**src/rtl/jtframe_romrq_arbiter.sv**
```systemverilog
// jtframe_romrq_arbiter: round-robin share of one SDRAM bank read port among cached ROM slots
module jtframe_romrq_arbiter #(
    parameter int SLOTS = 4,
    parameter int AW    = 22,
    parameter int DW    = 16
)(
    input  logic                i_clk,
    input  logic                i_rst_n,
    input  logic                i_downloading,
    input  logic [SLOTS-1:0]    i_slot_cs,
    input  logic [SLOTS*AW-1:0] i_slot_addr,
    output logic [SLOTS-1:0]    o_slot_ok,
    output logic [SLOTS*DW-1:0] o_slot_dout,
    output logic [AW-1:0]       o_ba_addr,
    output logic                o_ba_rd,
    input  logic                i_ba_ack,
    input  logic                i_ba_rdy,
    input  logic [DW-1:0]       i_data_read,
    output logic                o_busy
);
    localparam int PW = $clog2(SLOTS);
    typedef enum logic [1:0] {IDLE, REQ, WAIT} state_t;
    state_t          r_state, w_next;
    logic [SLOTS-1:0] r_valid, w_ok, w_pending;
    logic [AW-1:0]   r_cache_addr [SLOTS];
    logic [DW-1:0]   r_dout [SLOTS];
    logic [PW-1:0]   r_rr, r_gnt, w_sel, w_gnt_inc;
    logic            w_start, w_done;

    for (genvar i = 0; i < SLOTS; i++) begin : g_slot
        assign w_ok[i] = i_slot_cs[i] && r_valid[i] && i_slot_addr[i*AW +: AW] == r_cache_addr[i];
        assign o_slot_dout[i*DW +: DW] = r_dout[i];
    end

    assign o_slot_ok = w_ok;
    assign w_pending = i_slot_cs & ~w_ok;
    assign o_busy    = r_state != IDLE;
    assign w_start   = r_state == IDLE && !i_downloading && |w_pending;
    assign w_done    = i_ba_rdy && (r_state == WAIT || (r_state == REQ && i_ba_ack));
    assign w_gnt_inc = r_gnt == PW'(SLOTS-1) ? '0 : r_gnt + 1'b1;

    // scan downwards so the pending slot closest to rr wins
    always_comb begin
        w_sel = r_rr;
        for (int k = SLOTS-1; k >= 0; k--) begin
            if (w_pending[(int'(r_rr) + k) % SLOTS]) w_sel = PW'((int'(r_rr) + k) % SLOTS);
        end
    end

    always_comb begin
        w_next = r_state;
        case (r_state)
            IDLE:    w_next = w_start ? REQ : IDLE;
            REQ:     w_next = i_ba_ack ? (i_ba_rdy ? IDLE : WAIT) : REQ;
            default: w_next = i_ba_rdy ? IDLE : WAIT;
        endcase
    end

    always_ff @(posedge i_clk or negedge i_rst_n) begin
        if (!i_rst_n) begin
            r_state   <= IDLE;
            r_valid   <= '0;
            o_ba_rd   <= 1'b0;
            o_ba_addr <= '0;
            r_rr      <= '0;
            r_gnt     <= '0;
            for (int k = 0; k < SLOTS; k++) begin
                r_cache_addr[k] <= '0;
                r_dout[k]       <= '0;
            end
        end else begin
            r_state <= w_next;
            if (w_start) begin
                r_gnt               <= w_sel;
                o_ba_addr           <= i_slot_addr[w_sel*AW +: AW];
                r_cache_addr[w_sel] <= i_slot_addr[w_sel*AW +: AW];
                r_valid[w_sel]      <= 1'b0;
                o_ba_rd             <= 1'b1;
            end
            if (r_state == REQ && i_ba_ack) o_ba_rd <= 1'b0;
            if (w_done) begin
                r_dout[r_gnt]  <= i_data_read;
                r_valid[r_gnt] <= 1'b1;
                r_rr           <= w_gnt_inc;
            end
            // a download invalidates everything, including a fill landing this cycle
            if (i_downloading && (r_state == IDLE || w_done)) r_valid <= '0;
        end
    end
endmodule

```
**config.mk**
```make
export PLATFORM = sky130hd
export DESIGN_NAME = jtframe_romrq_arbiter
export DESIGN_NICKNAME = d
export VERILOG_FILES = /design/src/rtl/jtframe_romrq_arbiter.sv
export SDC_FILE = /design/constraint.sdc
export NUM_CORES = 1
export LEC_CHECK = 0
export ABC_AREA = 1
export BUFFER_PORTS_ARGS = -buffer_cell sky130_fd_sc_hd__buf_4
export CAP_MARGIN = 40
export CORE_MARGIN = 2
export CORE_UTILIZATION = 60
export CTS_CLUSTER_DIAMETER = 60
export DETAILED_ROUTE_END_ITERATION = 10
export HOLD_SLACK_MARGIN = 0.05
export PLACE_DENSITY = 0.93
export SYNTH_ARGS = -nofsm -noshare
export SYNTH_HDL_FRONTEND = slang
export SYNTH_SLANG_ARGS = --single-unit
```
**constraint.sdc**
```tcl
create_clock -name i_clk -period 3.7 [get_ports i_clk]
set_input_delay 0.185 -clock i_clk [delete_from_list [all_inputs] [get_ports i_clk]]
set_output_delay 0.185 -clock i_clk [all_outputs]
set_load 0.005 [all_outputs]
```
==> results of run 1 <==
-- tightest hold or removal path, delay by kind of cell --
family / cells / cell delay [ns]
AO/OA/AOI/OAI: 1 / 0.15
buffers and inverters: 2 / 0.14
-- how the worst max path moves through the flow --
stage	cells past startpoint	slack [ns]	to	start
final	19	0.32	r_cache_addr[74]$_DFFE_PN0P_	r_cache_addr[18]$_DFFE_PN0P_
after global routing	20	0.17	r_cache_addr[10]$_DFFE_PN0P_	r_cache_addr[65]$_DFFE_PN0P_
after CTS	19	0.51	r_cache_addr[74]$_DFFE_PN0P_	r_cache_addr[18]$_DFFE_PN0P_
after detailed placement	21	0.60	o_ba_addr[8]$_DFFE_PN0P_	r_cache_addr[15]$_DFFE_PN0P_
after global placement	19	0.69	r_cache_addr[8]$_DFFE_PN0P_	r_cache_addr[18]$_DFFE_PN0P_
after floorplan	18	1.54	r_cache_addr[54]$_DFFE_PN0P_	r_cache_addr[18]$_DFFE_PN0P_
-- cells by family after synthesis --
family          after synthesis  synth area share
simple gates                917             0.372
buf+inv                     230            0.0943
flops                       185             0.461
compound gates              106            0.0559
xor+xnor                     14            0.0122
fa+ha+maj                     4           0.00498
-- layout make-up --
class	instances	area share
timing repair buffer	226	0.143
inverter	179	0.0539
clock buffer	18	0.0352
sequential	185	0.371
tap	220	0.0220
clock inverter	14	0.0166
multi-input combinational	1041	0.358
-- metrics by stage --
step | hold WS [ns] | instance area [µm²]
2_1_floorplan | -0.111 | 10100
3_3_place_gp | 0.348 | 11700
3_5_place_dp | 0.0193 | 11800
4_1_cts | 0.0504 | 12500
5_1_grt | 0.0632 | 12500
6_report | 0.0518 | 12500
-- power by group through the flow --
stage	registers, µW	clock network [µW]	logic (µW)
2_1_floorplan	3450	0	3650
3_3_place_gp	3520	0	5630
3_5_place_dp	3540	0	5880
4_1_cts	3550	2010	5970
5_1_grt	3670	2100	6680
6_report	3590	2020	6200
-- synthesized netlist by cell type, types with 5 or more instances --
| master | number |
|---|---|
| nand2_1 | 686 |
| dfrtp_1 | 185 |
| inv_1 | 167 |
| nand3_1 | 109 |
| nor2_1 | 82 |
| o21ai_0 | 80 |
| buf_2 | 25 |
| nand2_2 | 19 |
| clkbuf_1 | 16 |
| o21ai_1 | 13 |
| inv_2 | 10 |
| xnor2_1 | 9 |
| a21oi_1 | 5 |
| buf_4 | 5 |
| xor2_1 | 5 |
-- registers in the layout, indices dropped and copies added (netlist names) --
register	count
o_ba_addr	22
o_ba_rd	1
o_slot_dout	64
r_cache_addr	88
r_gnt	2
r_rr	2
r_state	2
r_valid	4
-- layer usage --
metal  up-vias  track usage  share of wire
met5         -            0              0
met2       836        0.619           0.46
met4         0        0.211          0.057
met3       176       0.0871           0.12
met1      4998        0.523           0.36
li1       4825            -              -
-- repair_timing --
item                                    4_1_cts  5_1_grt
endpoints found under the setup margin        0        0
hold buffers                                  6        0
hold endpoints to repair                    136        0
==> results.cfg, run 1 <==
[route]
route.vias.total = 10835
drtIter0Drc = 1912
first_pass_iters = 6
routedWlPerCell_um = 18.3
drc_errors = 0
ant_nets = 0
routed_wl_um = 34600
viasPerCell = 5.75

[timing]
setup_viol = 0
fin_skew_ns = 0.0147
max_freq_mhz = 296
maxSlewViolCount = 0
worst_pin_slew_ns = 0.639
min_period_over_period = 0.914
tns_ns = 0
finalHoldViolations = 0
rsz0062_at_grt = no
post-route-min-period_ns = 3.38
relSlewSlack = 0.570
fin_ws_ns = 0.320

[worst_setup_path]
reg2reg_depth = 19
rr_startpoint = r_cache_addr[18]$_DFFE_PN0P_
r2r_slack_ns = 0.32
critical_path_class = flip-flop to flip-flop
slowest_delay_ns = 0.41
endpoint_kind = flip-flop
worst_ep_arrival_time_ns = 3.77
cp_cell_sequence = xor2_1 -> nor2_1 -> nand2_1 -> nor2_1 -> nand3_1 -> nand3_1 -> nand2_1 -> nand2_2 -> nand2_2 -> o21ai_4 -> nand2_4 -> nand2_4 -> buf_4 -> nand3_1 -> nand2_1 -> nand2_1 -> nand2_1 -> nand2_1 -> nand2_1
slowest_stage = dfrtp_1
crit_fanout = 24
path_buf_inv = 1
critPathTopFamily = simple AND/OR/NAND/NOR gates
cp_common_cell = nand2_1
r2r_end = r_cache_addr[74]$_DFFE_PN0P_
cp.required_ns = 4.09
start_kind = flip-flop

[yosys]
synth_top_cell_by_area = dfrtp_1
postSynthCellCount = 1456
synth_top_area_frac = 0.461
syn_area_um2 = 10100
async_flop_share = 1.00
synth-seq-area-share = 0.461
yosys_warnings = 0
synth_enable_flop_cells = 0
yosysUniqueCellTypes = 37
synthTopCellsByArea = dfrtp_1 46%, nand2_1 26%, inv_1 6.2%
synth_nets = 1573
ys_seq_elements = 185
synth_area_per_cell_um2 = 6.90
synth_flop_cell = dfrtp_1

[global_route]
antenna_found_initial = 0
grt_max_degree = 93
grt_overflow = 0
grt_pass1_wl_um = 54600
grt_pass1_vias = 10438
grtUsageTotal = 0.397

[floorplanning]
row_count = 47
die_x_um = 133
core_um2 = 16500
start_util = 0.610
dieArea_um2 = 17800
die_h_um = 133
ios = 205

[cells_and_area]
area_growth_pct = 24.2
num_antenna_cells = 0
drive_above_1_share = 0.178
stdcell_count = 1883
multiInputGateArea_um2 = 4470
seq_area_um2 = 4630
layout_common_cells = 686 x nand2_1, 214 x buf_4, 185 x dfrtp_1
layout_commonest_cell = nand2_1
fillers = 1183
final_util = 0.759
fin_nets = 1767

[placement]
dpl.cell_count = 1845
dp_slack_ns = 0.595
io_buffers = 204
gp_congestion = 0.976
dpl.hpwl_um = 24400

[clocking]
cts_buffers = 17
clockRootBuffer = clkbuf_16
cts_htree_levels = 4
ctsResizeCount = 0
clock_path_buffers = 2
postCtsSetupBuffers = 0
tritoncts = yes
clock-sinks = 185
clk_latency_ns = 0.45
clk_pin_slew_worst_paths_ns = 0.08

[pwr]
switchingPower_uw = 5820
p_seq_frac = 0.304
p_comb_frac = 0.525
internal_power_uw = 6000
total_power_uw = 11800
swShare = 0.492
power-per-cell-area_nw_per_um2 = 946
peakVddDrop_uv = 771
p_clk_frac = 0.171
p_leak_uw = 0.00722

[min_path]
hold_class = primary input to flip-flop
hold_end = o_slot_dout[27]$_DFFE_PN0P_
min_from = i_data_read[11]
holdPathStages = 3

[flow_run]
drv_cap = 0

[status]
status = finished clean
Note: power is estimated with default switching activity, not from simulation.
==> inputs of run 2 (changes only) <==
Settings changed: RECOVER_POWER set to 25.
==> results.cfg, run 2 (synthesized netlist as in run 1, its figures left out) <==
[timing]
post-route-min-period_ns = 3.39
whs_ns = 0.0479
tns_ns = 0
maxSlewViolCount = 28
fin_skew_ns = 0.0152
max_freq_mhz = 295
relSlewSlack = -0.00370
rsz0062_at_grt = no
worst_pin_slew_ns = 1.51
min_period_over_period = 0.915
setup_viol = 0
finalHoldViolations = 0

[cells_and_area]
largest_reg_flops = 88
design_area_um2 = 12500
final_util = 0.758
fillers = 1185
drive_above_1_share = 0.177
layout_commonest_cell = nand2_1
area_growth_pct = 24.1
fin_nets = 1767
layout_common_cells = 686 x nand2_1, 213 x buf_4, 185 x dfrtp_1
num_antenna_cells = 0
top_register = r_cache_addr

[clocking]
postCtsSetupBuffers = 0
clock_path_buffers = 2
cts_hold_buf = 6
cts_buffers = 17
clk_latency_ns = 0.45
cts_htree_levels = 4
clockRootBuffer = clkbuf_16
ctsResizeCount = 0
clock-sinks = 185
tritoncts = yes
clk_pin_slew_worst_paths_ns = 0.08

[pwr]
peakVddDrop_uv = 772
p_leak_uw = 0.00721
power-per-cell-area_nw_per_um2 = 947

[floorplanning]
dieArea_um2 = 17800
start_util = 0.610
row_count = 47
die_x_um = 133
core_um2 = 16500
die_h_um = 133
ios = 205

[route]
routedWlPerCell_um = 18.3
first_pass_iters = 6
route.vias.total = 10877
viasPerCell = 5.78
routed_wl_um = 34500
ant_nets = 0
drc_errors = 0
drtIter0Drc = 1921

[global_route]
grtUsageTotal = 0.397
grt_pass1_wl_um = 54600
grt_max_degree = 93
grt_pass1_vias = 10438
grt_overflow = 0
antenna_found_initial = 0

[placement]
gp_congestion = 0.976
dpl.hpwl_um = 24400
post_dp_cell_area_um2 = 11800
io_buffers = 204

[worst_setup_path]
endpoint_kind = flip-flop
cp.required_ns = 4.09
crit_fanout = 24
critical_path_class = flip-flop to flip-flop
start_kind = flip-flop
worst_ep_arrival_time_ns = 3.78

[status]
violations = max-capacitance violations, max-slew violations
status = finished, violations left

[min_path]
hold_class = primary input to flip-flop

[flow_run]
drv_cap = 1
-- run 2: cell types whose count changed in the layout (fill, tap and decap cells not counted) --
cell / before / now
buf_4: 214 / 213
buf_6: 1 / 0
clkbuf_1: 0 / 2
-- run 2: cell type report --
class                           count  area (µm²)  area share
Clock buffer                       18         439      0.0352
Clock inverter                     14         208      0.0166
Inverter                          179         673      0.0539
Timing Repair Buffer              226        1780       0.143
Sequential cell                   185        4630       0.371
Multi-Input combinational cell   1041        4470       0.359
Tap cell                          220         275      0.0221
-- run 2: final timing paths --
path,slack (ns),to,from,depth (start not counted)
max,0.31,r_cache_addr[74]$_DFFE_PN0P_,r_cache_addr[18]$_DFFE_PN0P_,19
min,0.05,o_slot_dout[5]$_DFFE_PN0P_,i_data_read[5],3
max reg2reg,0.31,r_cache_addr[74]$_DFFE_PN0P_,r_cache_addr[18]$_DFFE_PN0P_,19
min reg2reg,0.49,o_ba_addr[2]$_DFFE_PN0P_,o_ba_addr[2]$_DFFE_PN0P_,2
max in group asynchronous,1.43,r_cache_addr[0]$_DFFE_PN0P_,i_rst_n,3
min in group asynchronous,0.38,o_slot_dout[45]$_DFFE_PN0P_,i_rst_n,2
-- run 2: worst max-delay path, stage by stage (launching register included) --
cell and delay, ns:
dfrtp_1 0.41, xor2_1 0.19, nor2_1 0.14, nand2_1 0.08
nor2_1 0.09, nand3_1 0.28, nand3_1 0.17, nand2_1 0.10
nand2_2 0.09, nand2_2 0.07, o21ai_4 0.20, nand2_4 0.10
nand2_4 0.26, buf_4 0.32, nand3_1 0.12, nand2_1 0.13
nand2_1 0.06, nand2_1 0.34, nand2_1 0.11, nand2_1 0.08
-- run 2: report_power, final --
| part | switching, µW | internal, µW |
|---|---|---|
| combinational | 4190 | 2010 |
| sequential | 676 | 2910 |
| clock | 952 | 1070 |
| total | 5820 | 6000 |
-- run 2: metal layers --
layer	up-vias	wire length, µm	track usage
met5	-	0	0
met4	0	1950	0.211
met3	168	4320	0.0871
met2	871	15900	0.619
met1	5017	12400	0.523
li1	4821	-	-
-- run 2: metrics by stage --
step,power [µW],std cells,setup WS [ns]
after floorplan,7090,1456,1.54
after global placement,9150,1840,0.690
after detailed placement,9420,1845,0.595
after CTS,11500,1883,0.506
after global routing,12400,1883,0.170
final,11800,1883,0.314
==> inputs of run 3 (changes only) <==
Settings changed: CORE_UTILIZATION 60 to 35, PLACE_DENSITY 0.93 to 0.62.
==> results.cfg, run 3 (synthesized netlist as in run 1, its figures left out) <==
[worst_setup_path]
slowest_stage = dfrtp_1
endpoint_kind = flip-flop
start_kind = flip-flop
cp_cell_sequence = inv_1 -> nand2_1 -> nand2_1 -> nor2_1 -> nand2_1 -> nor2_1 -> nand3_1 -> nand2_1 -> nand2_1 -> nand3_2 -> nand2_2 -> o21ai_4 -> nand2_4 -> nand2_4 -> buf_4 -> nand3_1 -> nand2_1 -> nand2_1 -> nand2_2 -> nand2_1 -> nand2_1
cp_common_cell = nand2_1
cp.required_ns = 4.08
critical_path_class = flip-flop to flip-flop
slowest_delay_ns = 0.40
crit_fanout = 24
worst_ep_arrival_time_ns = 3.66

[clocking]
cts_buffers = 17
clock_path_buffers = 2
postCtsSetupBuffers = 0
clk_latency_ns = 0.45
cts_htree_levels = 4
ctsResizeCount = 0
clock-sinks = 185
tritoncts = yes
clockRootBuffer = clkbuf_16
clk_pin_slew_worst_paths_ns = 0.09

[timing]
post-route-min-period_ns = 3.28
finalHoldViolations = 0
max_freq_mhz = 305
tns_ns = 0
min_period_over_period = 0.885
relSlewSlack = -0.749
rsz0062_at_grt = no
maxSlewViolCount = 132
worst_pin_slew_ns = 2.62
setup_viol = 0
fin_skew_ns = 0.0208

[cells_and_area]
layout_common_cells = 686 x nand2_1, 215 x buf_4, 185 x dfrtp_1
design_area_um2 = 12800
fin_nets = 1777
area_growth_pct = 26.9
top_register = r_cache_addr
layout_commonest_cell = nand2_1
num_antenna_cells = 0
fillers = 3000
largest_reg_flops = 88
drive_above_1_share = 0.177

[min_path]
hold_class = primary input to flip-flop

[status]
violations = max-capacitance violations, max-slew violations
status = finished, violations left

[floorplanning]
die_x_um = 173
ios = 205
row_count = 62
dieArea_um2 = 30100
core_um2 = 28500
start_util = 0.353
die_h_um = 173

[route]
viasPerCell = 4.78
drtIter0Drc = 936
drc_errors = 0
first_pass_iters = 5
routedWlPerCell_um = 17.1
ant_nets = 0
routed_wl_um = 35100
route.vias.total = 9832

[placement]
dpl.hpwl_um = 26400
gp_congestion = 0.922
post_dp_cell_area_um2 = 12000
io_buffers = 204

[pwr]
power-per-cell-area_nw_per_um2 = 905
p_leak_uw = 0.00725
peakVddDrop_uv = 544

[global_route]
grt_max_degree = 101
grtUsageTotal = 0.236
antenna_found_initial = 0
grt_pass1_wl_um = 54800
grt_pass1_vias = 9626
grt_overflow = 0

[flow_run]
drv_cap = 2
run 3: cell count changes in the layout (fill, tap and decap cells not counted), sizes merged:
cell,before,now
dlygate4sd3,6,14
clkinv,5,9
bufinv,2,0
buf,218,219
inv,186,185
run 3: timing repair:
action,in CTS,in global routing
endpoints found under the setup margin,0,0
hold endpoints to repair,153,0
hold buffers,14,0
run 3: worst max-delay path, delay by kind of cell (launching register included):
family                 cells  cell delay, ns
AND/OR/NAND/NOR           18            2.18
flip-flops                 1            0.40
buffers and inverters      2            0.39
AO/OA/AOI/OAI              1            0.21
run 3: layout make-up:
| cell class | instances | area, µm² | area share |
|---|---|---|---|
| sequential | 185 | 4630 | 0.363 |
| clock buffer | 17 | 425 | 0.0334 |
| clock inverter | 15 | 193 | 0.0151 |
| multi-input combinational | 1041 | 4470 | 0.351 |
| inverter | 179 | 673 | 0.0528 |
| tap | 384 | 480 | 0.0377 |
| timing repair buffer | 236 | 1880 | 0.147 |
run 3: path summary, 6_finish.rpt:
check	from	endpoint	slack [ns]	depth (start not counted)
worst max-delay path	r_cache_addr[72]$_DFFE_PN0P_	o_ba_addr[15]$_DFFE_PN0P_	0.42	21
worst min-delay path	i_data_read[15]	o_slot_dout[31]$_DFFE_PN0P_	0.06	3
worst max register to register	r_cache_addr[72]$_DFFE_PN0P_	o_ba_addr[15]$_DFFE_PN0P_	0.42	21
min in group asynchronous	i_rst_n	r_cache_addr[85]$_DFFE_PN0P_	0.15	2
worst min register to register	r_cache_addr[29]$_DFFE_PN0P_	r_cache_addr[29]$_DFFE_PN0P_	0.49	2
max in group asynchronous	i_rst_n	o_slot_dout[8]$_DFFE_PN0P_	0.66	4
run 3: stage by stage:
| stage | setup slack [ns] | hold WS (ns) | instances | util | power [µW] |
|---|---|---|---|---|---|
| after floorplan | 1.54 | -0.111 | 1456 | - | 7090 |
| after global placement | 0.584 | 0.357 | 2006 | 0.418 | 9490 |
| after detailed placement | 0.535 | 0.0130 | 2011 | 0.423 | 9570 |
| after CTS | 0.496 | 0.0511 | 2057 | 0.449 | 11500 |
| after global routing | 0.0760 | 0.0656 | 2057 | 0.448 | 12400 |
| final | 0.424 | 0.0596 | 2057 | 0.448 | 11500 |
run 3: report_power, final:
group	switching, µW	internal (µW)	total (µW)
combinational	4040	2030	6060
clock	988	931	1920
sequential	639	2910	3550
total	5660	5870	11500
run 3: metal layers:
| layer | part of all wire | up-vias | global-route usage | wire [µm] |
|---|---|---|---|---|
| met1 | 0.42 | 4537 | 0.312 | 14900 |
| li1 | - | 4834 | - | - |
| met4 | 0.035 | 0 | 0.0968 | 1220 |
| met3 | 0.088 | 63 | 0.0566 | 3090 |
| met5 | 0 | - | 0 | 0 |
| met2 | 0.45 | 398 | 0.372 | 15900 |
